File: src/rtl/scaler_bank_loader.sv
// rtl/scaler_bank_loader.sv - per-layer channel scaler fetch from ROM into a held output vector
module scaler_bank_loader #(
  parameter int DATA_W  = 32,
  parameter int NUM_CH  = 4,
  parameter int LAYER_W = 4,
  parameter int ADDR_W  = 6
) (
  input  logic                     clk,
  input  logic                     rst_n,
  input  logic                     run,
  input  logic                     reload,
  input  logic [LAYER_W-1:0]       layer_idx,
  output logic                     mem_en,
  output logic [ADDR_W-1:0]        mem_addr,
  input  logic [DATA_W-1:0]        mem_dout,
  output logic [NUM_CH*DATA_W-1:0] scaler_vec,
  output logic                     scaler_valid,
  output logic                     busy
);

  // Channel index width; a single-channel bank still needs one bit.
  localparam int K_W = (NUM_CH > 1) ? $clog2(NUM_CH) : 1;
  localparam logic [K_W-1:0] K_LAST = K_W'(NUM_CH - 1);

  typedef enum logic [1:0] {IDLE, FETCH, DRAIN, READY} state_t;

  state_t             state, state_nxt;
  logic [ADDR_W-1:0]  base, base_nxt;
  logic [ADDR_W-1:0]  addr_nxt;
  logic [ADDR_W-1:0]  start_base;
  logic [K_W-1:0]     k, k_nxt;
  logic [K_W-1:0]     k_d;
  logic               en_d;
  logic               en_nxt;
  logic               valid_nxt;
  logic               busy_nxt;
  logic               capture_last;
  logic               start_fetch;

  // First ROM address of a layer's block; the product wraps to the ROM size.
  function automatic logic [ADDR_W-1:0] layer_base(input logic [LAYER_W-1:0] idx);
    return ADDR_W'(32'(idx) * 32'(NUM_CH));
  endfunction

  assign start_base   = layer_base(layer_idx);
  assign capture_last = en_d && (k_d == K_LAST);

  // Next-state and next registered-output decode; dropping run beats everything.
  always_comb begin
    state_nxt   = state;
    base_nxt    = base;
    k_nxt       = k;
    en_nxt      = 1'b0;
    addr_nxt    = mem_addr;
    valid_nxt   = scaler_valid;
    busy_nxt    = busy;
    start_fetch = 1'b0;

    if (!run) begin
      state_nxt = IDLE;
      valid_nxt = 1'b0;
      busy_nxt  = 1'b0;
    end else begin
      case (state)
        IDLE: begin
          start_fetch = 1'b1;
        end
        FETCH: begin
          if (k == K_LAST) begin
            state_nxt = DRAIN;
          end else begin
            k_nxt    = k + K_W'(1);
            en_nxt   = 1'b1;
            addr_nxt = base + ADDR_W'(k_nxt);
          end
        end
        DRAIN: begin
          if (capture_last) begin
            state_nxt = READY;
            valid_nxt = 1'b1;
            busy_nxt  = 1'b0;
          end
        end
        READY: begin
          if (reload) begin
            start_fetch = 1'b1;
          end
        end
        default: begin
          state_nxt = IDLE;
        end
      endcase

      if (start_fetch) begin
        state_nxt = FETCH;
        base_nxt  = start_base;
        k_nxt     = '0;
        en_nxt    = 1'b1;
        addr_nxt  = start_base;
        busy_nxt  = 1'b1;
        valid_nxt = 1'b0;
      end
    end
  end

  // State register and registered control outputs.
  always_ff @(posedge clk or negedge rst_n) begin
    if (!rst_n) begin
      state        <= IDLE;
      base         <= '0;
      k            <= '0;
      mem_en       <= 1'b0;
      mem_addr     <= '0;
      scaler_valid <= 1'b0;
      busy         <= 1'b0;
    end else begin
      state        <= state_nxt;
      base         <= base_nxt;
      k            <= k_nxt;
      mem_en       <= en_nxt;
      mem_addr     <= addr_nxt;
      scaler_valid <= valid_nxt;
      busy         <= busy_nxt;
    end
  end

  // Read-return pipeline: write the returning word into its channel; an abort drops in-flight reads.
  always_ff @(posedge clk or negedge rst_n) begin
    if (!rst_n) begin
      en_d       <= 1'b0;
      k_d        <= '0;
      scaler_vec <= '0;
    end else begin
      en_d <= mem_en && run;
      k_d  <= k;
      if (en_d && run) begin
        for (int c = 0; c < NUM_CH; c++) begin
          if (k_d == K_W'(c)) begin
            scaler_vec[c*DATA_W +: DATA_W] <= mem_dout;
          end
        end
      end
    end
  end

endmodule

File: config.mk
export PLATFORM = sky130hd
export DESIGN_NAME = scaler_bank_loader
export DESIGN_NICKNAME = d
export VERILOG_FILES = /design/src/rtl/scaler_bank_loader.sv
export SDC_FILE = /design/constraint.sdc
export NUM_CORES = 1
export LEC_CHECK = 0
export CAP_MARGIN = 20
export CORE_MARGIN = 3
export CORE_UTILIZATION = 41
export CTS_CLUSTER_DIAMETER = 120
export CTS_CLUSTER_SIZE = 10
export DETAILED_ROUTE_END_ITERATION = 8
export PLACE_DENSITY = 0.8
export SYNTH_ARGS = -nofsm -noshare
export SYNTH_HDL_FRONTEND = slang
export SYNTH_SLANG_ARGS = --single-unit
File: constraint.sdc
create_clock -name clk -period 2.1 [get_ports clk]
set_input_delay 0.42 -clock clk [delete_from_list [all_inputs] [get_ports clk]]
set_output_delay 0.42 -clock clk [all_outputs]
set_load 0.05 [all_outputs]
==> flow_metrics.env <==
export IMPL_status="finished, final reports clean"
export IMPL_synth_flop_cell="dfrtp_1"
export IMPL_drv_slew=0
export IMPL_hold_end="k_d[0]$_DFF_PN0_"
export IMPL_finalHoldViolations=0
export IMPL_layout_setup_ws_ns=0.0676
export IMPL_crit_family="buffers and inverters"
export IMPL_htree_levels=4
export IMPL_cts_root_buf="clkbuf_16"
export IMPL_grt_first_pass_wirelength_um=20600
export IMPL_worstPathArrival_ns=1.61
export IMPL_final_nets=590
export IMPL_routed_wl_um=13200
export IMPL_holdWs_ns=0.445
export IMPL_cts_tree="built"
export IMPL_drive_above_1_share_pct=30.7
export IMPL_finalCritPeriodShare_pct=96.8
export IMPL_reg2reg_from="state[0]$_DFFE_PN0P_"
export IMPL_clk_insertion_delay_late_ns=0.41
export IMPL_rrSetupSlack_ns=0.14
export IMPL_critPathSlowestCell="clkdlybuf4s50_1"
export IMPL_grt_overflow_total=0
export IMPL_antenna_found_initial=0
export IMPL_crit_path_start_kind="flip-flop"
export IMPL_period_minus_slack_ns=2.03
export IMPL_pwr_share_comb_pct=46.3
export IMPL_crit_type="flip-flop to output pin"
export IMPL_drt_wirelength_per_cell_um=18.0
export IMPL_worst_path_buf_inv=1
export IMPL_power_switching_w=0.00553
export IMPL_skew_ns=0.00479
export IMPL_synth_edf_count=0
export IMPL_port_buffers=176
export IMPL_layout_common_cells="clkdlybuf4s50_1 (173), dfrtp_1 (146), mux2_2 (127), clkbuf_16 (17)"
export IMPL_hold_class="flip-flop to flip-flop"
export IMPL_synth_seq_area_share_pct=64.9
export IMPL_layout_commonest_cell="clkdlybuf4s50_1"
export IMPL_synthTopCellsByArea="dfrtp_1 (65%), mux2_2 (25%), ha_1 (1.3%), buf_2 (0.98%), a221o_1 (0.71%)"
export IMPL_tightestPinTransition_ns=0.553
export IMPL_syn_to_final_growth_pct=47.6
export IMPL_max_stage_delay_ns=0.85
export IMPL_start_util_pct=42.2
export IMPL_relSlewSlack_pct=63.0
export IMPL_peakVddDrop_v=0.000860
export IMPL_cellInternalPower_w=0.00780
export IMPL_grt_max_degree=47
export IMPL_async_flop_share_pct=100
export IMPL_first_pass_iters=4
export IMPL_min_path_cells=0
export IMPL_yosysWarnings=0
export IMPL_setup_viol=0
export IMPL_rows=42
export IMPL_hp_start="mem_addr[0]$_DFFE_PN0P_"
export IMPL_vias=3640
export IMPL_netlist_top_cell_by_area="dfrtp_1"
export IMPL_grt_usage_pct=18.0
export IMPL_reg2reg_depth=6
export IMPL_switching_share_pct=41.5
export IMPL_cts_clk_slew_worst_paths_ns=0.06
export IMPL_powerDensity_mw_per_mm2=1600
export IMPL_synth_area_mm2=0.00563
export IMPL_dieWidth_um=123
export IMPL_ios=177
export IMPL_first_global_vias=3873
export IMPL_tns_ns=0
export IMPL_syn_num_nets=394
export IMPL_numCtsBuffers=17
export IMPL_pre_cts_ws_ns=0.0406
export IMPL_seqPwrFrac_pct=32.0
export IMPL_r2r_end="mem_addr[3]$_DFFE_PN0P_"
export IMPL_postCtsSetupBuffers=0
export IMPL_cts_sinks=146
export IMPL_crit_required_ns=1.68
export IMPL_gp_congestion=0.804
export IMPL_syn_instance_count=348
export IMPL_diodes=0
export IMPL_critPathCaptureType="output pin"
export IMPL_die_y_um=123
export IMPL_drc=0
export IMPL_core_mm2=0.0133
export IMPL_viasPerCell=4.97
export IMPL_synthDistinctLibCells=31
export IMPL_ys_seq_elements=146
export IMPL_syn_avg_cell_area_um2=16.2
export IMPL_fillCellCount=1014
export IMPL_fmax_mhz=492
export IMPL_die_area_mm2=0.0152
export IMPL_drt_iter0_markers=159
export IMPL_fin_util_pct=62.2
export IMPL_drv_cap=0
export IMPL_synth_top_area_share_pct=64.9
export IMPL_grt_setup_unrepaired="no"
export IMPL_ant_nets=0
export IMPL_crit_chain="clkdlybuf4s50_1"
export IMPL_critical_path_max_fanout=2
export IMPL_pwr_share_clk_pct=21.7
export IMPL_dp_final_hpwl_um=9320
export IMPL_leakagePower_nw=3.87
export IMPL_clockBufferDepth=2
## through the flow
stage / area [um^2] / total power (W) / std cells
2_1_floorplan: 5630 / 0.00825 / 348
5_1_grt: 8310 / 0.0139 / 733
4_1_cts: 8290 / 0.0134 / 733
3_3_place_gp: 7710 / 0.0103 / 700
3_5_place_dp: 7710 / 0.0105 / 700
6_report: 8310 / 0.0133 / 733
## synth_stat cells (all sizes together), types with 2 or more instances
cell / count
a21o: 5
a21oi: 3
a221o: 4
buf: 14
dfrtp: 146
ha: 6
inv: 7
mux2: 129
nand2: 5
nand3: 2
nand4: 2
nand4b: 2
nor2: 3
nor2b: 3
nor3: 4
nor4b: 2
## worst max-delay path by stage
stage | startpoint | endpoint | slack (ns) | depth (start not counted)
2_1_floorplan | state[0]$_DFFE_PN0P_ | mem_addr[0]$_DFFE_PN0P_ | 0.34 | 6
4_1_cts | mem_addr[1]$_DFFE_PN0P_ | mem_addr[1] | 0.005 | 1
3_5_place_dp | run | scaler_vec[4]$_DFFE_PN0P_ | 0.04 | 5
6_report | scaler_vec[1]$_DFFE_PN0P_ | scaler_vec[1] | 0.07 | 1
5_1_grt | scaler_vec[1]$_DFFE_PN0P_ | scaler_vec[1] | 0.008 | 1
3_3_place_gp | run | scaler_vec[20]$_DFFE_PN0P_ | 0.06 | 5
## power by group through the flow
| stage | clock [W] | combinational, W | sequential, W |
|---|---|---|---|
| after detailed placement | 0 | 0.00617 | 0.00431 |
| after global placement | 0 | 0.00607 | 0.00425 |
| after CTS | 0.00296 | 0.00620 | 0.00428 |
| after global routing | 0.00310 | 0.00642 | 0.00437 |
| after floorplan | 0 | 0.00119 | 0.00706 |
| final | 0.00289 | 0.00617 | 0.00427 |
## sequential cells by signal, summed over array words and instances (netlist names)
signal	count
base	4
busy	1
en_d	1
k_d	2
mem_addr	6
mem_en	1
scaler_valid	1
scaler_vec	128
state	2
## logic make-up (layout without fill, tap and decap cells)
| logic type | after synthesis | in the layout | synth area share, % |
|---|---|---|---|
| AO/OA/AOI/OAI | 21 | 21 | 3.00 |
| adder cells (fa/ha/maj) | 6 | 6 | 1.33 |
| buffers and inverters | 21 | 230 | 2.05 |
| flip-flops | 146 | 146 | 64.9 |
| multiplexers | 129 | 129 | 25.8 |
| AND/OR/NAND/NOR | 25 | 25 | 2.89 |
## timing repair
action / in CTS / in global routing
gates resized for setup: 0 / 3
endpoints found under the hold margin: 43 / 0
hold buffers: 1 / 0
endpoints found under the setup margin: 0 / 3
## final cells by class
class | count | area, um^2 | area share [%]
clock inverter | 5 | 75.1 | 0.904
tap | 176 | 220 | 2.65
inverter | 7 | 26.3 | 0.316
multi-input combinational | 181 | 1870 | 22.5
clock buffer | 27 | 493 | 5.93
timing repair buffer | 191 | 1970 | 23.7
sequential | 146 | 3650 | 44.0
## layer usage
layer | global-route usage [%] | share of wire (%) | vias up
met2 | 30.1 | 52 | 115
met1 | 21.2 | 40 | 1864
met4 | 6.44 | 1.6 | 0
met5 | 0 | 0 | -
li1 | - | - | 1645
met3 | 6.86 | 6.6 | 16
No activity file was read; power rests on OpenSTA's default activity.
